===== config.mk =====
export PLATFORM = sky130hd
export DESIGN_NAME = alarm_controller_flat
export DESIGN_NICKNAME = d
export VERILOG_FILES = /design/src/rtl/alarm_controller_if.sv /design/src/rtl/alarm_controller.sv /design/src/flat_wrapper.sv
export SDC_FILE = /design/constraint.sdc
export NUM_CORES = 1
export LEC_CHECK = 0
export CORE_MARGIN = 1
export CORE_UTILIZATION = 45
export DETAILED_ROUTE_END_ITERATION = 10
export HOLD_SLACK_MARGIN = 0.05
export PLACE_DENSITY_LB_ADDON = 0.05
export SLEW_MARGIN = 20
export SYNTH_ARGS = -nofsm -noshare
export SYNTH_HDL_FRONTEND = slang
export SYNTH_SLANG_ARGS = --single-unit
export TNS_END_PERCENT = 30

===== constraint.sdc =====
create_clock -name clk -period 2.41 [get_ports clk]
set_input_delay 0.241 -clock clk [delete_from_list [all_inputs] [get_ports clk]]
set_output_delay 0.241 -clock clk [all_outputs]
set_load 0.1 [all_outputs]

===== src/rtl/alarm_controller_if.sv =====
// Alarm controller bus: time/button inputs from the clock front panel and stored alarm/status outputs.
interface alarm_controller_if;
    logic       sec_tick;
    logic [4:0] hours;
    logic [6:0] minutes;
    logic       alarm_enable;
    logic       set;
    logic [4:0] set_hours;
    logic [6:0] set_minutes;
    logic       snooze;
    logic       stop;
    logic [4:0] alarm_hours;
    logic [6:0] alarm_minutes;
    logic       ringing;
    logic       snoozing;

    modport master (
        output sec_tick, hours, minutes, alarm_enable, set, set_hours, set_minutes, snooze, stop,
        input  alarm_hours, alarm_minutes, ringing, snoozing
    );

    modport slave (
        input  sec_tick, hours, minutes, alarm_enable, set, set_hours, set_minutes, snooze, stop,
        output alarm_hours, alarm_minutes, ringing, snoozing
    );
endinterface


===== src/rtl/alarm_controller.sv =====
// Alarm clock controller: stores the alarm time, rings once per matching minute,
// supports limited snoozes and an auto-stop ring timeout.
module alarm_controller #(
    parameter int unsigned SNOOZE_MIN       = 5,
    parameter int unsigned RING_TIMEOUT_SEC = 60,
    parameter int unsigned MAX_SNOOZE       = 3
) (
    input  logic              clk,
    input  logic              reset,
    alarm_controller_if.slave bus
);

    localparam int unsigned HW = 5;
    localparam int unsigned MW = 7;
    localparam int unsigned RW = 8;
    localparam int unsigned SW = 12;
    localparam int unsigned TW = 2;

    localparam logic [1:0] S_IDLE    = 2'd0;
    localparam logic [1:0] S_RINGING = 2'd1;
    localparam logic [1:0] S_SNOOZE  = 2'd2;

    localparam logic [SW-1:0] SNOOZE_LOAD = SW'(SNOOZE_MIN * 60);
    localparam logic [RW-1:0] RING_LIMIT  = RW'(RING_TIMEOUT_SEC);
    localparam logic [TW-1:0] TALLY_MAX   = TW'(MAX_SNOOZE);
    localparam logic [HW-1:0] HOURS_MAX   = HW'(23);
    localparam logic [MW-1:0] MINUTES_MAX = MW'(59);

    logic [1:0]    state_q,         state_d;
    logic [HW-1:0] alarm_hours_q,   alarm_hours_d;
    logic [MW-1:0] alarm_minutes_q, alarm_minutes_d;
    logic [TW-1:0] tally_q,         tally_d;
    logic          fired_q,         fired_d;
    logic          armed_q,         armed_d;
    logic [RW-1:0] ring_cnt_q,      ring_cnt_d;
    logic [SW-1:0] snooze_cnt_q,    snooze_cnt_d;
    logic          ringing_q,       ringing_d;
    logic          snoozing_q,      snoozing_d;

    logic set_ok_c;
    logic match_c;

    assign set_ok_c = bus.set && (bus.set_hours <= HOURS_MAX) && (bus.set_minutes <= MINUTES_MAX);
    assign match_c  = (bus.hours == alarm_hours_q) && (bus.minutes == alarm_minutes_q);

    // State register and all stored values; reset clears everything immediately.
    always_ff @(posedge clk or negedge reset) begin
        if (!reset) begin
            state_q         <= S_IDLE;
            alarm_hours_q   <= '0;
            alarm_minutes_q <= '0;
            tally_q         <= '0;
            fired_q         <= 1'b0;
            armed_q         <= 1'b0;
            ring_cnt_q      <= '0;
            snooze_cnt_q    <= '0;
            ringing_q       <= 1'b0;
            snoozing_q      <= 1'b0;
        end else begin
            state_q         <= state_d;
            alarm_hours_q   <= alarm_hours_d;
            alarm_minutes_q <= alarm_minutes_d;
            tally_q         <= tally_d;
            fired_q         <= fired_d;
            armed_q         <= armed_d;
            ring_cnt_q      <= ring_cnt_d;
            snooze_cnt_q    <= snooze_cnt_d;
            ringing_q       <= ringing_d;
            snoozing_q      <= snoozing_d;
        end
    end

    // Next-state logic, branches ordered by same-cycle priority.
    always_comb begin
        state_d         = state_q;
        alarm_hours_d   = alarm_hours_q;
        alarm_minutes_d = alarm_minutes_q;
        tally_d         = tally_q;
        fired_d         = fired_q;
        armed_d         = armed_q;
        ring_cnt_d      = ring_cnt_q;
        snooze_cnt_d    = snooze_cnt_q;

        // armed stays low after reset until the time has been seen outside the alarm minute.
        if (!match_c) begin
            fired_d = 1'b0;
            armed_d = 1'b1;
        end

        if (set_ok_c) begin
            alarm_hours_d   = bus.set_hours;
            alarm_minutes_d = bus.set_minutes;
            state_d         = S_IDLE;
            tally_d         = '0;
            fired_d         = 1'b0;
            armed_d         = 1'b1;
            ring_cnt_d      = '0;
            snooze_cnt_d    = '0;
        end else if (!bus.alarm_enable) begin
            state_d = S_IDLE;
            tally_d = '0;
        end else begin
            case (state_q)
                S_IDLE: begin
                    if (bus.sec_tick && match_c && !fired_q && armed_q) begin
                        state_d    = S_RINGING;
                        fired_d    = 1'b1;
                        ring_cnt_d = '0;
                        tally_d    = '0;
                    end
                end
                S_RINGING: begin
                    if (bus.stop) begin
                        state_d = S_IDLE;
                        tally_d = '0;
                    end else if (bus.snooze && (tally_q < TALLY_MAX)) begin
                        state_d      = S_SNOOZE;
                        tally_d      = tally_q + TW'(1);
                        snooze_cnt_d = SNOOZE_LOAD;
                    end else if (bus.sec_tick) begin
                        if ((ring_cnt_q + RW'(1)) == RING_LIMIT) begin
                            state_d    = S_IDLE;
                            ring_cnt_d = '0;
                        end else begin
                            ring_cnt_d = ring_cnt_q + RW'(1);
                        end
                    end
                end
                S_SNOOZE: begin
                    if (bus.stop) begin
                        state_d = S_IDLE;
                        tally_d = '0;
                    end else if (bus.sec_tick) begin
                        if (snooze_cnt_q == SW'(1)) begin
                            state_d      = S_RINGING;
                            ring_cnt_d   = '0;
                            snooze_cnt_d = '0;
                        end else begin
                            snooze_cnt_d = snooze_cnt_q - SW'(1);
                        end
                    end
                end
                default: begin
                    state_d = S_IDLE;
                end
            endcase
        end

        ringing_d  = (state_d == S_RINGING);
        snoozing_d = (state_d == S_SNOOZE);
    end

    assign bus.alarm_hours   = alarm_hours_q;
    assign bus.alarm_minutes = alarm_minutes_q;
    assign bus.ringing       = ringing_q;
    assign bus.snoozing      = snoozing_q;

endmodule


===== src/flat_wrapper.sv =====
// flat-port wrapper written by rule: the top's interface ports become plain ports
module alarm_controller_flat 
#(
    parameter int unsigned SNOOZE_MIN       = 5,
    parameter int unsigned RING_TIMEOUT_SEC = 60,
    parameter int unsigned MAX_SNOOZE       = 3
)
  (clk, reset, bus_sec_tick, bus_hours, bus_minutes, bus_alarm_enable, bus_set, bus_set_hours, bus_set_minutes, bus_snooze, bus_stop, bus_alarm_hours, bus_alarm_minutes, bus_ringing, bus_snoozing);
  alarm_controller_if bus_i ();
  input  logic clk;
  input  logic reset;
  input wire logic [$bits(bus_i.sec_tick)-1:0] bus_sec_tick;
  input wire logic [$bits(bus_i.hours)-1:0] bus_hours;
  input wire logic [$bits(bus_i.minutes)-1:0] bus_minutes;
  input wire logic [$bits(bus_i.alarm_enable)-1:0] bus_alarm_enable;
  input wire logic [$bits(bus_i.set)-1:0] bus_set;
  input wire logic [$bits(bus_i.set_hours)-1:0] bus_set_hours;
  input wire logic [$bits(bus_i.set_minutes)-1:0] bus_set_minutes;
  input wire logic [$bits(bus_i.snooze)-1:0] bus_snooze;
  input wire logic [$bits(bus_i.stop)-1:0] bus_stop;
  output wire logic [$bits(bus_i.alarm_hours)-1:0] bus_alarm_hours;
  output wire logic [$bits(bus_i.alarm_minutes)-1:0] bus_alarm_minutes;
  output wire logic [$bits(bus_i.ringing)-1:0] bus_ringing;
  output wire logic [$bits(bus_i.snoozing)-1:0] bus_snoozing;
  assign bus_i.sec_tick = bus_sec_tick;
  assign bus_i.hours = bus_hours;
  assign bus_i.minutes = bus_minutes;
  assign bus_i.alarm_enable = bus_alarm_enable;
  assign bus_i.set = bus_set;
  assign bus_i.set_hours = bus_set_hours;
  assign bus_i.set_minutes = bus_set_minutes;
  assign bus_i.snooze = bus_snooze;
  assign bus_i.stop = bus_stop;
  assign bus_alarm_hours = bus_i.alarm_hours;
  assign bus_alarm_minutes = bus_i.alarm_minutes;
  assign bus_ringing = bus_i.ringing;
  assign bus_snoozing = bus_i.snoozing;
  alarm_controller #(.SNOOZE_MIN(SNOOZE_MIN), .RING_TIMEOUT_SEC(RING_TIMEOUT_SEC), .MAX_SNOOZE(MAX_SNOOZE)) u_core (.clk(clk), .reset(reset), .bus(bus_i));
endmodule

==> flow_summary.html, run 1 <==
<table>
<tr><th>Metric</th><th>Value</th></tr>
<tr><th colspan="2">Run status</th></tr>
<tr><td>Status</td><td>completed</td></tr>
<tr><th colspan="2">Yosys</th></tr>
<tr><td>Mean cell area of the mapped netlist</td><td>9.07 um2</td></tr>
<tr><td>Syn. warnings</td><td>0</td></tr>
<tr><td>Mapped cell area</td><td>0.00250 mm2</td></tr>
<tr><td>Top cell type by total area after synthesis</td><td>sky130_fd_sc_hd__dfrtp_1</td></tr>
<tr><td>Syn Nets</td><td>315</td></tr>
<tr><td>Number of flops mapped to enable cells by yosys</td><td>0</td></tr>
<tr><td>Count of cell types in the netlist</td><td>53</td></tr>
<tr><td>Async SR Flop Fraction</td><td>1.00</td></tr>
<tr><td>Sequential fraction of the synthesis area</td><td>0.400</td></tr>
<tr><td>FF+latch count, synth</td><td>40</td></tr>
<tr><td>Top post-synthesis cells by count</td><td>sky130_fd_sc_hd__dfrtp_1, sky130_fd_sc_hd__nand2_1, sky130_fd_sc_hd__a21oi_1, sky130_fd_sc_hd__o21ai_0, sky130_fd_sc_hd__inv_1</td></tr>
<tr><td>Number of instances in the synthesized netlist</td><td>276</td></tr>
<tr><td>Cell with the most instances after synthesis</td><td>sky130_fd_sc_hd__dfrtp_1</td></tr>
<tr><td>Synth Flop Type</td><td>sky130_fd_sc_hd__dfrtp_1</td></tr>
<tr><td>Leading cell types by total area after synthesis</td><td>sky130_fd_sc_hd__dfrtp_1, sky130_fd_sc_hd__nand2_1, sky130_fd_sc_hd__xor2_1</td></tr>
<tr><td>Area share of the leading cell type in the synthesized netlist</td><td>0.400</td></tr>
<tr><th colspan="2">Worst setup path</th></tr>
<tr><td>Category of the most critical setup path</td><td>reg2reg</td></tr>
<tr><td>Crit-path max FO</td><td>4</td></tr>
<tr><td>Critical path startpoint category</td><td>register</td></tr>
<tr><td>Arrival time of data at the critical path endpoint</td><td>2.42 ns</td></tr>
<tr><td>CP Data Required Time</td><td>2.58 ns</td></tr>
<tr><td>Worst setup EP type</td><td>register</td></tr>
<tr><th colspan="2">Global routing</th></tr>
<tr><td>Maximum number of pins on one net before global-route repair</td><td>41</td></tr>
<tr><td>Total global routing overflow</td><td>0</td></tr>
<tr><td>Global-route total usage across every layer</td><td>0.226</td></tr>
<tr><td>Global-route wire length before repair</td><td>10.6 mm</td></tr>
<tr><td>Via count of the first global-routing pass</td><td>2256</td></tr>
<tr><td>Initial antenna violation count</td><td>0</td></tr>
<tr><th colspan="2">STA</th></tr>
<tr><td>Max Clock Freq</td><td>443 MHz</td></tr>
<tr><td>Worst path setup slack after routing</td><td>0.155 ns</td></tr>
<tr><td>Slew of the pin with the lowest slew margin</td><td>0.890 ns</td></tr>
<tr><td>Final setup viols</td><td>0</td></tr>
<tr><td>Final hold vios</td><td>0</td></tr>
<tr><td>Worst slew slack as a fraction of its limit</td><td>0.407</td></tr>
<tr><td>Maximum clock skew at final layout</td><td>0.00831 ns</td></tr>
<tr><td>Slew Viols, Final</td><td>0</td></tr>
<tr><td>Ratio of final minimum period to clock period</td><td>0.936</td></tr>
<tr><td>Crit path time final</td><td>2.25 ns</td></tr>
<tr><th colspan="2">Power and ir drop</th></tr>
<tr><td>Clock power share</td><td>0.262</td></tr>
<tr><td>Switching share of total power</td><td>0.370</td></tr>
<tr><td>Net load switching power</td><td>0.000603 W</td></tr>
<tr><td>Logic gate share of total power</td><td>0.290</td></tr>
<tr><td>Ratio of total power to cell area</td><td>511 mW/mm2</td></tr>
<tr><td>LEAKAGE</td><td>1.35 nW</td></tr>
<tr><td>Int Pwr</td><td>0.00103 W</td></tr>
<tr><td>Proportion of power drawn by flip-flops and latches</td><td>0.448</td></tr>
<tr><td>Worst voltage drop across the vdd grid</td><td>421 uV</td></tr>
<tr><th colspan="2">Floorplanning</th></tr>
<tr><td>Die height</td><td>76.6 um</td></tr>
<tr><td>Total die area</td><td>0.00587 mm2</td></tr>
<tr><td>Initial cell density of the core</td><td>0.478</td></tr>
<tr><td>Ports placed on the boundary</td><td>45</td></tr>
<tr><td>Die W</td><td>76.6 um</td></tr>
<tr><td>Core area</td><td>0.00524 mm2</td></tr>
<tr><td>Floorplan row count</td><td>26</td></tr>
<tr><th colspan="2">CTS</th></tr>
<tr><td>Number of buffers on the longest clock path</td><td>2</td></tr>
<tr><td>Clock sinks</td><td>40</td></tr>
<tr><td>Clk root buf</td><td>sky130_fd_sc_hd__clkbuf_8</td></tr>
<tr><td>CTS tree</td><td>yes</td></tr>
<tr><td>Worst-Skew Late Latency</td><td>0.30 ns</td></tr>
<tr><td>Number of buffers created by CTS</td><td>5</td></tr>
<tr><td>Cts hold-fix bufs</td><td>0</td></tr>
<tr><td>Number of H-tree levels</td><td>2</td></tr>
<tr><td>Clock-pin slew on the worst setup and hold paths</td><td>0.07 ns</td></tr>
<tr><th colspan="2">Layout</th></tr>
<tr><td>Diodes inserted</td><td>0</td></tr>
<tr><td>Count of non-filler cells in the finished layout</td><td>406</td></tr>
<tr><td>Nets@finish</td><td>375</td></tr>
<tr><td>Share of final-layout standard cells stronger than drive strength 1</td><td>0.173</td></tr>
<tr><td>Area growth from synthesis to final layout</td><td>27.5%</td></tr>
<tr><td>FILL cells</td><td>460</td></tr>
<tr><th colspan="2">Place</th></tr>
<tr><td>Cell count after placement</td><td>398</td></tr>
<tr><td>Pre-CTS setup slack</td><td>-0.0252 ns</td></tr>
<tr><td>HPWL Detailed</td><td>4.65 mm</td></tr>
<tr><td>Buffers on Ports</td><td>44</td></tr>
<tr><td>Routability-driven placement congestion ratio</td><td>0.823</td></tr>
<tr><th colspan="2">Drt</th></tr>
<tr><td>Routed length per instance</td><td>15.3 um</td></tr>
<tr><td>Via count</td><td>2320</td></tr>
<tr><td>Number of DRC markers in iteration 0</td><td>81</td></tr>
<tr><td>Post-detailed-route DRC marker count</td><td>0</td></tr>
<tr><td>Sum of routed wire length over all layers</td><td>6.23 mm</td></tr>
<tr><td>Antenna-violating nets left</td><td>0</td></tr>
<tr><td>Post-DR vias/cell</td><td>5.71</td></tr>
<tr><td>DR pass1 iterations</td><td>4</td></tr>
<tr><th colspan="2">Run</th></tr>
<tr><td>Max-cap violations</td><td>0</td></tr>
<tr><th colspan="2">Min path</th></tr>
<tr><td>Worst Hold Class</td><td>in2async</td></tr>
</table>
[routing by layer]
metal	wire length [um]	vias to the layer above	global-route usage
met3	310	10	0.0467
met1	3000	1093	0.310
met5	0	-	0
li1	-	1142	-
met2	2820	75	0.355
met4	100	0	0.0731
[layout by cell type (no fill, tap or decap), drive strengths merged, types with 3 or more instances in the layout]
cell type and count:
ha 8, dfrtp 40, a221oi 3, a21oi 18, xor2 12, nor2 10, nor2b 3, a41oi 3
nand3 13, nor4 11, clkdlybuf4s50 29, nor3 11, mux2i 4, clkbuf 6, buf 34, o31ai 6
o21ai 19, nand2 37, inv 16, o22ai 3, o22a 4, or4 7, and4 3
[cell families (layout without fill, tap and decap cells)]
kind of cell / count (synthesis) / in the layout / share of synthesized area
fa+ha+maj: 8 / 8 / 0.0400
simple gates: 116 / 116 / 0.256
mux: 4 / 4 / 0.0160
xor+xnor: 12 / 12 / 0.0420
flops: 40 / 40 / 0.400
buf+inv: 26 / 86 / 0.0420
compound gates: 70 / 70 / 0.204
[final cells by class]
class                      count  area [um2]  share of cell area
multi-input combinational    210        1420               0.446
sequential                    40        1000               0.314
timing repair buffer          63         543               0.170
tap                           70        87.6              0.0274
clock buffer                   6        72.6              0.0227
inverter                      16        60.1              0.0188
clock inverter                 1        5.00             0.00157
[critical path, stage by stage (launching register included)]
cell and delay (ns):
sky130_fd_sc_hd__dfrtp_1 0.38, sky130_fd_sc_hd__inv_1 0.07, sky130_fd_sc_hd__ha_1 0.13, sky130_fd_sc_hd__or4b_4 0.48, sky130_fd_sc_hd__o41ai_4 0.32, sky130_fd_sc_hd__buf_4 0.19
sky130_fd_sc_hd__a41oi_1 0.17, sky130_fd_sc_hd__o31ai_1 0.29, sky130_fd_sc_hd__o31ai_2 0.11
[sequential cells by signal, summed over array words and instances, names as in the netlist]
signal                    count
u_core.ring_cnt_q             8
u_core.bus.alarm_hours        5
u_core.snooze_cnt_q          12
u_core.armed_q                1
u_core.bus.alarm_minutes      7
u_core.bus.snoozing           1
u_core.bus.ringing            1
u_core.state_q                2
u_core.fired_q                1
u_core.tally_q                2
[final timing paths]
kind | from | endpoint | slack (ns) | cells past startpoint
setup / recovery | u_core.snooze_cnt_q[1] | u_core.ring_cnt_q[4] | 0.16 | 8
hold / removal | reset | u_core.ring_cnt_q[0] | 0.07 | 1
setup reg to reg | u_core.snooze_cnt_q[1] | u_core.ring_cnt_q[4] | 0.16 | 8
hold reg to reg | u_core.armed_q | u_core.armed_q | 0.51 | 1
max in group asynchronous | reset | u_core.snooze_cnt_q[4] | 1.78 | 1
min in group clk | bus_set_hours[0] | u_core.bus.alarm_hours[0] | 0.47 | 3
[metrics by stage]
step	power [W]	hold slack [ns]	area [um2]	utilization	setup TNS (ns)
after global routing	0.00171	0.143	3190	0.609	-0.0185
after CTS	0.00165	0.0982	3170	0.606	-0.0591
after detailed placement	0.00122	0.421	3090	0.589	-0.0252
after global placement	0.00122	0.426	3090	0.589	0
final	0.00163	0.0707	3190	0.609	0
after floorplan	0.00106	-0.0546	2500	-	0
[repair_timing]
| action | CTS | global route |
|---|---|---|
| endpoints found under the setup margin | 1 | 19 |
| setup buffers | 1 | 0 |
| resized for setup | 0 | 4 |
| pin swaps | 2 | 1 |
[power by group through the flow]
stage	clock (W)	sequential, W	combinational, W
floorplan	0	0.000964	0.0000970
global placement	0	0.000743	0.000473
detailed placement	0	0.000744	0.000475
CTS	0.000446	0.000731	0.000476
global route	0.000475	0.000735	0.000498
finish	0.000427	0.000731	0.000474
Note: power is estimated with default switching activity, not from simulation.
==> run 2: changes to the inputs <==
- ABC_AREA: default -> 1
==> flow_summary.html, run 2 <==
<table>
<tr><th>Metric</th><th>Value</th></tr>
<tr><th colspan="2">Global routing</th></tr>
<tr><td>Via count of the first global-routing pass</td><td>2070 (-8.2%)</td></tr>
<tr><td>Initial antenna violation count</td><td>0 (unchanged)</td></tr>
<tr><td>Global-route total usage across every layer</td><td>0.204 (-0.0219)</td></tr>
<tr><td>Met2 GRT Util</td><td>0.339 (-0.0162)</td></tr>
<tr><td>Routing usage on met3</td><td>0.0407 (-0.00599)</td></tr>
<tr><td>Maximum number of pins on one net before global-route repair</td><td>41 (unchanged)</td></tr>
<tr><td>GRT busiest layer</td><td>met2</td></tr>
<tr><td>Met1 track demand over resource</td><td>0.272 (-0.0387)</td></tr>
<tr><td>Total global routing overflow</td><td>0 (unchanged)</td></tr>
<tr><td>Global-route wire length before repair</td><td>9.55 mm (-10%)</td></tr>
<tr><th colspan="2">CTS</th></tr>
<tr><td>Number of H-tree levels</td><td>2 (unchanged)</td></tr>
<tr><td>Clk root buf</td><td>sky130_fd_sc_hd__clkbuf_8</td></tr>
<tr><td>Number of buffers created by CTS</td><td>5 (unchanged)</td></tr>
<tr><td>Worst-Skew Late Latency</td><td>0.29 ns (about the same)</td></tr>
<tr><td>Clock sinks</td><td>40 (unchanged)</td></tr>
<tr><td>Cts hold-fix bufs</td><td>0 (unchanged)</td></tr>
<tr><td>Number of gates given a new drive strength after cts</td><td>0 (unchanged)</td></tr>
<tr><td>Number of buffers on the longest clock path</td><td>2 (unchanged)</td></tr>
<tr><td>CTS tree</td><td>yes</td></tr>
<tr><td>Post-CTS setup repair buffer count</td><td>0 (-1)</td></tr>
<tr><td>Clock-pin slew on the worst setup and hold paths</td><td>0.08 ns (about the same)</td></tr>
<tr><th colspan="2">Layout</th></tr>
<tr><td>Diodes inserted</td><td>0 (unchanged)</td></tr>
<tr><td>Biggest register</td><td>u_core.snooze_cnt_q</td></tr>
<tr><td>Area growth from synthesis to final layout</td><td>23.5%</td></tr>
<tr><td>Largest register FFs</td><td>12 (unchanged)</td></tr>
<tr><td>FILL cells</td><td>478 (+3.9%)</td></tr>
<tr><td>Sequential standard cell area</td><td>0.00100 mm2 (unchanged)</td></tr>
<tr><td>Nets@finish</td><td>408 (+8.8%)</td></tr>
<tr><td>Fin util</td><td>0.588 (-0.0209)</td></tr>
<tr><td>Combined area of the multi-input logic cells</td><td>0.00131 mm2 (-7.7%)</td></tr>
<tr><td>Post-route cell area</td><td>0.00306 mm2 (-4.0%)</td></tr>
<tr><td>Leading cell type in the layout, fill and taps excluded</td><td>sky130_fd_sc_hd__nand2_1</td></tr>
<tr><td>Count of non-filler cells in the finished layout</td><td>439 (+8.1%)</td></tr>
<tr><td>Top library cells by usage in the layout, fill and taps aside</td><td>sky130_fd_sc_hd__nand2_1, sky130_fd_sc_hd__nor2_1, sky130_fd_sc_hd__dfrtp_1</td></tr>
<tr><td>Share of final-layout standard cells stronger than drive strength 1</td><td>0.125 (-0.0480)</td></tr>
<tr><th colspan="2">Drt</th></tr>
<tr><td>DR pass1 iterations</td><td>4 (unchanged)</td></tr>
<tr><td>Post-DR vias/cell</td><td>4.92 (-14%)</td></tr>
<tr><td>Post-detailed-route DRC marker count</td><td>0 (unchanged)</td></tr>
<tr><td>Via count</td><td>2161 (-6.9%)</td></tr>
<tr><td>Sum of routed wire length over all layers</td><td>5.34 mm (-14%)</td></tr>
<tr><td>Antenna-violating nets left</td><td>0 (unchanged)</td></tr>
<tr><td>Number of DRC markers in iteration 0</td><td>119 (+47%)</td></tr>
<tr><td>Routed length per instance</td><td>12.2 um (-21%)</td></tr>
<tr><th colspan="2">Place</th></tr>
<tr><td>Buffers on Ports</td><td>44 (unchanged)</td></tr>
<tr><td>Cell count after placement</td><td>432 (+8.5%)</td></tr>
<tr><td>HPWL Detailed</td><td>4.05 mm (-13%)</td></tr>
<tr><td>Routability-driven placement congestion ratio</td><td>0.884 (+7.4%)</td></tr>
<tr><td>Area of placed instances</td><td>0.00297 mm2 (-3.9%)</td></tr>
<tr><th colspan="2">Worst setup path</th></tr>
<tr><td>Arrival time of data at the critical path endpoint</td><td>2.31 ns (-0.11 ns)</td></tr>
<tr><td>Kind of cell adding the most delay to the critical path</td><td>simple AND/OR/NAND/NOR gates</td></tr>
<tr><td>Crit-path most repeated cell</td><td>sky130_fd_sc_hd__inv_1</td></tr>
<tr><td>CP Data Required Time</td><td>2.59 ns (about the same)</td></tr>
<tr><td>Reg-to-reg critical path endpoint</td><td>u_core.snooze_cnt_q[6]</td></tr>
<tr><td>Crit-path max FO</td><td>16 (+12)</td></tr>
<tr><td>R2r startpoint</td><td>u_core.state_q[0]</td></tr>
<tr><td>Internal reg-to-reg setup slack</td><td>0.27 ns (+0.12 ns)</td></tr>
<tr><td>Worst-case reg-to-reg path depth</td><td>12 (+4)</td></tr>
<tr><td>Category of the most critical setup path</td><td>reg2reg</td></tr>
<tr><td>Sequence of cells on the critical path</td><td>inv_1, ha_1, inv_1, o21ai_1, nor2_1, nand3_1, nand2_4, nand3_1, nor2_1, a21oi_1, o21ai_1, inv_1</td></tr>
<tr><td>Worst setup EP type</td><td>register</td></tr>
<tr><td>Critical path startpoint category</td><td>register</td></tr>
<tr><td>Max incr delay on CP</td><td>0.40 ns (-0.08 ns)</td></tr>
<tr><td>Bufs and invs on worst path</td><td>3 (+1)</td></tr>
<tr><td>Cell with the largest stage delay on the worst path</td><td>sky130_fd_sc_hd__dfrtp_1</td></tr>
<tr><th colspan="2">Floorplanning</th></tr>
<tr><td>Total die area</td><td>0.00581 mm2 (-0.92%)</td></tr>
<tr><td>Die height</td><td>76.2 um (-0.46%)</td></tr>
<tr><td>Die W</td><td>76.2 um (-0.46%)</td></tr>
<tr><td>Ports placed on the boundary</td><td>45 (unchanged)</td></tr>
<tr><td>Core area</td><td>0.00520 mm2 (-0.62%)</td></tr>
<tr><td>Initial cell density of the core</td><td>0.476 (-0.00158)</td></tr>
<tr><td>Floorplan row count</td><td>26 (unchanged)</td></tr>
<tr><th colspan="2">STA</th></tr>
<tr><td>Final hold vios</td><td>0 (unchanged)</td></tr>
<tr><td>Slew Viols, Final</td><td>0 (unchanged)</td></tr>
<tr><td>Max Clock Freq</td><td>468 MHz (+5.6%)</td></tr>
<tr><td>Slew of the pin with the lowest slew margin</td><td>0.904 ns (+0.0138 ns)</td></tr>
<tr><td>Worst slew slack as a fraction of its limit</td><td>0.398 (-0.00922)</td></tr>
<tr><td>Hold Slack</td><td>0.0716 ns (+0.000931 ns)</td></tr>
<tr><td>Setup repair after global routing missed its margin</td><td>false</td></tr>
<tr><td>Setup TNS after final layout</td><td>0 ns (unchanged)</td></tr>
<tr><td>Maximum clock skew at final layout</td><td>0.00701 ns (-0.00130 ns)</td></tr>
<tr><td>Ratio of final minimum period to clock period</td><td>0.886 (-0.0496)</td></tr>
<tr><td>Final setup viols</td><td>0 (unchanged)</td></tr>
<tr><td>Crit path time final</td><td>2.14 ns (-0.119 ns)</td></tr>
<tr><th colspan="2">Yosys</th></tr>
<tr><td>Count of cell types in the netlist</td><td>38 (-28%)</td></tr>
<tr><td>Syn. warnings</td><td>0 (unchanged)</td></tr>
<tr><td>Synth Flop Type</td><td>sky130_fd_sc_hd__dfrtp_1</td></tr>
<tr><td>Multiplexer area fraction after synthesis</td><td>0.00404 (-0.0120)</td></tr>
<tr><td>Mean cell area of the mapped netlist</td><td>7.77 um2 (-14%)</td></tr>
<tr><td>Mapped cell area</td><td>0.00248 mm2 (-0.95%)</td></tr>
<tr><td>Area share of the leading cell type in the synthesized netlist</td><td>0.404 (+0.00383)</td></tr>
<tr><td>Top post-synthesis cells by count</td><td>sky130_fd_sc_hd__nand2_1, sky130_fd_sc_hd__nor2_1, sky130_fd_sc_hd__dfrtp_1</td></tr>
<tr><td>Syn Nets</td><td>358 (+14%)</td></tr>
<tr><td>Sequential fraction of the synthesis area</td><td>0.404 (+0.00383)</td></tr>
<tr><td>Dominant combinational cell family by area after synthesis</td><td>simple AND/OR/NAND/NOR gates</td></tr>
<tr><td>Share of the synthesized area in compound gates (AO/OA/AOI/OAI)</td><td>0.0737 (-0.130)</td></tr>
<tr><td>Number of instances in the synthesized netlist</td><td>319 (+16%)</td></tr>
<tr><td>Simple-gate area share of the yosys netlist</td><td>0.334 (+0.0776)</td></tr>
<tr><td>FF+latch count, synth</td><td>40 (unchanged)</td></tr>
<tr><td>Async SR Flop Fraction</td><td>1.00 (unchanged)</td></tr>
<tr><td>Number of flops mapped to enable cells by yosys</td><td>0 (unchanged)</td></tr>
<tr><td>Xor-xnor portion of the synthesized cell area</td><td>0.0777 (+0.0357)</td></tr>
<tr><td>Cell with the most instances after synthesis</td><td>sky130_fd_sc_hd__nand2_1</td></tr>
<tr><td>Top cell type by total area after synthesis</td><td>sky130_fd_sc_hd__dfrtp_1</td></tr>
<tr><td>Leading cell types by total area after synthesis</td><td>sky130_fd_sc_hd__dfrtp_1, sky130_fd_sc_hd__nand2_1, sky130_fd_sc_hd__nor2_1</td></tr>
<tr><td>Post-synthesis adder-cell area fraction</td><td>0.0404 (+0.000383)</td></tr>
<tr><th colspan="2">Run</th></tr>
<tr><td>Max-cap violations</td><td>0 (unchanged)</td></tr>
<tr><th colspan="2">Power and ir drop</th></tr>
<tr><td>Worst voltage drop across the vdd grid</td><td>365 uV (-13%)</td></tr>
<tr><td>LEAKAGE</td><td>1.51 nW (+12%)</td></tr>
<tr><td>Ratio of total power to cell area</td><td>600 mW/mm2 (+17%)</td></tr>
<tr><th colspan="2">Min path</th></tr>
<tr><td>Worst Hold Class</td><td>in2async</td></tr>
<tr><th colspan="2">Run status</th></tr>
<tr><td>Status</td><td>completed</td></tr>
</table>
run 2: cell count changes in the layout (fill, tap and decap cells not counted), moves of 5 or more:
| cell | delta |
|---|---|
| sky130_fd_sc_hd__a21oi_1 | -10 |
| sky130_fd_sc_hd__buf_4 | -15 |
| sky130_fd_sc_hd__inv_1 | +13 |
| sky130_fd_sc_hd__inv_2 | +5 |
| sky130_fd_sc_hd__nand2_1 | +47 |
| sky130_fd_sc_hd__nand3_1 | +17 |
| sky130_fd_sc_hd__nor2_1 | +33 |
| sky130_fd_sc_hd__nor3_1 | -6 |
| sky130_fd_sc_hd__nor4_1 | -8 |
| sky130_fd_sc_hd__o21ai_0 | -11 |
| sky130_fd_sc_hd__or4_1 | -6 |
| sky130_fd_sc_hd__xnor2_1 | +10 |
run 2: how the worst max path moves through the flow:
stage | startpoint | to | slack [ns] | cells past startpoint
after floorplan | u_core.bus.alarm_hours[1] | u_core.ring_cnt_q[3] | 0.29 | 10
after global placement | bus_hours[1] | u_core.ring_cnt_q[3] | 0.29 | 11
after detailed placement | bus_minutes[6] | u_core.ring_cnt_q[3] | 0.27 | 11
after CTS | u_core.state_q[0] | u_core.snooze_cnt_q[6] | 0.30 | 12
after global routing | u_core.state_q[0] | u_core.snooze_cnt_q[6] | 0.03 | 12
final | u_core.state_q[0] | u_core.snooze_cnt_q[6] | 0.27 | 12
run 2: through the flow:
stage,power [W],setup slack [ns]
CTS,0.00187,0.295
global placement,0.00138,0.285
global route,0.00195,0.0299
floorplan,0.00120,0.288
finish,0.00184,0.275
detailed placement,0.00138,0.265
run 2: worst register-to-register path: cells and delay by family (launching register included):
kind,cells,cell delay (ns)
buffers and inverters,3,0.31
AND/OR/NAND/NOR,5,0.81
adder cells (fa/ha/maj),1,0.30
flip-flops,1,0.40
AO/OA/AOI/OAI,3,0.22
run 2: cell families (layout without fill, tap and decap cells):
group | count (synthesis) | count (layout)
DFF | 40 | 40
xor gates and xnor gates | 22 | 22
muxes | 1 | 1
AOI/OAI and AO/OA | 29 | 29
and+or+nand+nor | 179 | 179
adders and majority gates | 8 | 8
buffers and inverters | 40 | 90
run 2: area by class of cell:
cell class                 instances  area share
inverter                          35      0.0437
timing repair buffer              48       0.141
clock buffer                       7      0.0315
sequential                        40       0.327
multi-input combinational        239       0.429
tap                               70      0.0286
run 2: power by group:
part | internal (W) | switching, W
registers | 0.000726 | 0.0000576
clock network | 0.000255 | 0.000222
logic | 0.000175 | 0.000402
total | 0.00116 | 0.000682
run 2: routing by layer:
metal  part of all wire  vias to the layer above
met5                  0                        -
met4             0.0079                        0
met3              0.035                        4
met2               0.47                       41
met1               0.49                     1001
li1                   -                     1115
==> run 3: changes to the inputs <==
--- a/config.mk
+++ b/config.mk
@@ -7,4 +7,5 @@
 export LEC_CHECK = 0
 export ABC_AREA = 1
+export CAP_MARGIN = 0
 export CORE_MARGIN = 1
 export CORE_UTILIZATION = 45
==> constraint.sdc (replaced) <==
create_clock -name clk -period 2.41 [get_ports clk]
set_input_delay 0.241 -clock clk [delete_from_list [all_inputs] [get_ports clk]]
set_output_delay 0.241 -clock clk [all_outputs]
set_load 0.05 [all_outputs]
==> flow_summary.html, run 3 (synthesis results as in run 2) <==
<table>
<tr><th>Metric</th><th>Value</th></tr>
<tr><th colspan="2">Run status</th></tr>
<tr><td>Status</td><td>completed</td></tr>
<tr><th colspan="2">Layout</th></tr>
<tr><td>Diodes inserted</td><td>0 (unchanged)</td></tr>
<tr><td>Top library cells by usage in the layout, fill and taps aside</td><td>sky130_fd_sc_hd__nand2_1, sky130_fd_sc_hd__nor2_1, sky130_fd_sc_hd__clkdlybuf4s50_1</td></tr>
<tr><td>FILL cells</td><td>491 (+2.7%)</td></tr>
<tr><td>Nets@finish</td><td>408 (unchanged)</td></tr>
<tr><td>Leading cell type in the layout, fill and taps excluded</td><td>sky130_fd_sc_hd__nand2_1</td></tr>
<tr><td>Largest register FFs</td><td>12 (unchanged)</td></tr>
<tr><td>Biggest register</td><td>u_core.snooze_cnt_q</td></tr>
<tr><td>Fin util</td><td>0.595 (+0.00625)</td></tr>
<tr><td>Share of final-layout standard cells stronger than drive strength 1</td><td>0.0865 (-0.0382)</td></tr>
<tr><td>Area growth from synthesis to final layout</td><td>24.8%</td></tr>
<tr><th colspan="2">Floorplanning</th></tr>
<tr><td>Initial cell density of the core</td><td>0.476 (unchanged)</td></tr>
<tr><td>Die W</td><td>76.2 um (unchanged)</td></tr>
<tr><td>Floorplan row count</td><td>26 (unchanged)</td></tr>
<tr><td>Die height</td><td>76.2 um (unchanged)</td></tr>
<tr><td>Ports placed on the boundary</td><td>45 (unchanged)</td></tr>
<tr><td>Core area</td><td>0.00520 mm2 (unchanged)</td></tr>
<tr><td>Total die area</td><td>0.00581 mm2 (unchanged)</td></tr>
<tr><th colspan="2">CTS</th></tr>
<tr><td>Cts hold-fix bufs</td><td>0 (unchanged)</td></tr>
<tr><td>Post-CTS setup repair buffer count</td><td>0 (unchanged)</td></tr>
<tr><td>Number of buffers on the longest clock path</td><td>2 (unchanged)</td></tr>
<tr><td>Number of gates given a new drive strength after cts</td><td>0 (unchanged)</td></tr>
<tr><td>CTS tree</td><td>yes</td></tr>
<tr><td>Clk root buf</td><td>sky130_fd_sc_hd__clkbuf_8</td></tr>
<tr><td>Number of H-tree levels</td><td>2 (unchanged)</td></tr>
<tr><td>Clock sinks</td><td>40 (unchanged)</td></tr>
<tr><td>Clock-pin slew on the worst setup and hold paths</td><td>0.08 ns (about the same)</td></tr>
<tr><td>Number of buffers created by CTS</td><td>5 (unchanged)</td></tr>
<tr><td>Worst-Skew Late Latency</td><td>0.30 ns (about the same)</td></tr>
<tr><th colspan="2">Power and ir drop</th></tr>
<tr><td>LEAKAGE</td><td>1.49 nW (-1.6%)</td></tr>
<tr><td>Worst voltage drop across the vdd grid</td><td>360 uV (-1.4%)</td></tr>
<tr><td>Tot Pwr</td><td>0.00174 W (-5.3%)</td></tr>
<tr><td>Ratio of total power to cell area</td><td>562 mW/mm2 (-6.3%)</td></tr>
<tr><th colspan="2">Worst setup path</th></tr>
<tr><td>CP Data Required Time</td><td>2.61 ns (+0.02 ns)</td></tr>
<tr><td>Critical path startpoint category</td><td>register</td></tr>
<tr><td>Bufs and invs on worst path</td><td>3 (unchanged)</td></tr>
<tr><td>Crit-path most repeated cell</td><td>sky130_fd_sc_hd__inv_1</td></tr>
<tr><td>Sequence of cells on the critical path</td><td>inv_1, ha_1, inv_1, o21ai_1, nor2_1, nand3_1, nand2_4, nand3_1, nor2_1, a21oi_1, o21ai_1, inv_1</td></tr>
<tr><td>Cell with the largest stage delay on the worst path</td><td>sky130_fd_sc_hd__dfrtp_1</td></tr>
<tr><td>Kind of cell adding the most delay to the critical path</td><td>simple AND/OR/NAND/NOR gates</td></tr>
<tr><td>Worst setup EP type</td><td>register</td></tr>
<tr><td>Max incr delay on CP</td><td>0.40 ns (about the same)</td></tr>
<tr><td>Arrival time of data at the critical path endpoint</td><td>2.35 ns (+0.04 ns)</td></tr>
<tr><td>Category of the most critical setup path</td><td>reg2reg</td></tr>
<tr><td>Crit-path max FO</td><td>16 (unchanged)</td></tr>
<tr><th colspan="2">Global routing</th></tr>
<tr><td>Maximum number of pins on one net before global-route repair</td><td>41 (unchanged)</td></tr>
<tr><td>Via count of the first global-routing pass</td><td>2083 (+0.63%)</td></tr>
<tr><td>Initial antenna violation count</td><td>0 (unchanged)</td></tr>
<tr><td>Global-route total usage across every layer</td><td>0.209 (+0.00458)</td></tr>
<tr><td>Global-route wire length before repair</td><td>9.72 mm (+1.8%)</td></tr>
<tr><td>Total global routing overflow</td><td>0 (unchanged)</td></tr>
<tr><th colspan="2">STA</th></tr>
<tr><td>Final setup viols</td><td>0 (unchanged)</td></tr>
<tr><td>Ratio of final minimum period to clock period</td><td>0.893 (+0.00654)</td></tr>
<tr><td>Maximum clock skew at final layout</td><td>0.0110 ns (+0.00396 ns)</td></tr>
<tr><td>Hold Slack</td><td>0.0600 ns (-0.0116 ns)</td></tr>
<tr><td>Max Clock Freq</td><td>465 MHz (-0.73%)</td></tr>
<tr><td>Slew of the pin with the lowest slew margin</td><td>0.909 ns (+0.00550 ns)</td></tr>
<tr><td>Slew Viols, Final</td><td>0 (unchanged)</td></tr>
<tr><td>Final hold vios</td><td>0 (unchanged)</td></tr>
<tr><td>Setup TNS after final layout</td><td>0 ns (unchanged)</td></tr>
<tr><td>Worst slew slack as a fraction of its limit</td><td>0.394 (-0.00367)</td></tr>
<tr><td>Crit path time final</td><td>2.15 ns (+0.0158 ns)</td></tr>
<tr><td>Setup repair after global routing missed its margin</td><td>false</td></tr>
<tr><th colspan="2">Drt</th></tr>
<tr><td>Number of DRC markers in iteration 0</td><td>109 (-8.4%)</td></tr>
<tr><td>Routed length per instance</td><td>12.5 um (+2.8%)</td></tr>
<tr><td>Post-detailed-route DRC marker count</td><td>0 (unchanged)</td></tr>
<tr><td>Via count</td><td>2166 (+0.23%)</td></tr>
<tr><td>Antenna-violating nets left</td><td>0 (unchanged)</td></tr>
<tr><td>Post-DR vias/cell</td><td>4.92 (about the same)</td></tr>
<tr><td>Sum of routed wire length over all layers</td><td>5.50 mm (+3.0%)</td></tr>
<tr><td>DR pass1 iterations</td><td>4 (unchanged)</td></tr>
<tr><th colspan="2">Min path</th></tr>
<tr><td>Worst Hold Class</td><td>in2async</td></tr>
<tr><th colspan="2">Run</th></tr>
<tr><td>Max-cap violations</td><td>0 (unchanged)</td></tr>
<tr><th colspan="2">Place</th></tr>
<tr><td>Routability-driven placement congestion ratio</td><td>0.911 (+3.1%)</td></tr>
<tr><td>HPWL Detailed</td><td>4.09 mm (+0.90%)</td></tr>
<tr><td>Buffers on Ports</td><td>44 (unchanged)</td></tr>
</table>
[run 3: metrics by stage]
stage	instance area, um2	cells	setup slack, ns
4_1_cts	3100	440	0.267
5_1_grt	3100	440	0.0611
6_report	3100	440	0.259
3_5_place_dp	3000	432	0.225
3_3_place_gp	3000	432	0.291
2_1_floorplan	2480	319	0.587
[run 3: where the power goes]
group	total (W)	internal [W]	leakage (nW)	switching, W
logic	0.000476	0.000186	0.922	0.000289
clock network	0.000481	0.000233	0.0445	0.000248
registers	0.000783	0.000726	0.521	0.0000572
[run 3: worst paths after layout]
| kind | start | end | slack, ns | cells past startpoint |
|---|---|---|---|---|
| setup / recovery | u_core.state_q[0] | u_core.snooze_cnt_q[6] | 0.26 | 12 |
| min in group clk | bus_set_hours[0] | u_core.bus.alarm_hours[0] | 0.47 | 3 |
| hold reg to reg | u_core.snooze_cnt_q[11] | u_core.snooze_cnt_q[11] | 0.47 | 1 |
| setup reg to reg | u_core.state_q[0] | u_core.snooze_cnt_q[6] | 0.26 | 12 |
| max in group asynchronous | reset | u_core.snooze_cnt_q[9] | 1.78 | 1 |
| hold / removal | reset | u_core.bus.snoozing | 0.06 | 1 |
[run 3: worst reg2reg max path, cell delays in order (launching register included)]
cell and delay, ns:
sky130_fd_sc_hd__dfrtp_1 0.40, sky130_fd_sc_hd__inv_1 0.11, sky130_fd_sc_hd__ha_1 0.30, sky130_fd_sc_hd__inv_1 0.15, sky130_fd_sc_hd__o21ai_1 0.07, sky130_fd_sc_hd__nor2_1 0.17, sky130_fd_sc_hd__nand3_1 0.14, sky130_fd_sc_hd__nand2_4 0.19
sky130_fd_sc_hd__nand3_1 0.15, sky130_fd_sc_hd__nor2_1 0.16, sky130_fd_sc_hd__a21oi_1 0.08, sky130_fd_sc_hd__o21ai_1 0.07, sky130_fd_sc_hd__inv_1 0.05
[run 3: final cells by class]
class / count / area, um2 / area share
Multi-Input combinational cell: 239 / 1310 / 0.424
Timing Repair Buffer: 48 / 465 / 0.150
Sequential cell: 40 / 1000 / 0.323
Clock buffer: 7 / 86.3 / 0.0279
Inverter: 35 / 134 / 0.0432
Tap cell: 70 / 87.6 / 0.0283
Clock inverter: 1 / 7.51 / 0.00243
[run 3: routing by layer]
| layer | vias up | routed length, um | global-route usage |
|---|---|---|---|
| li1 | 1123 | - | - |
| met1 | 998 | 2710 | 0.285 |
| met2 | 38 | 2510 | 0.332 |
| met3 | 7 | 210 | 0.0395 |
| met4 | 0 | 73 | 0.0692 |
| met5 | - | 0 | 0 |
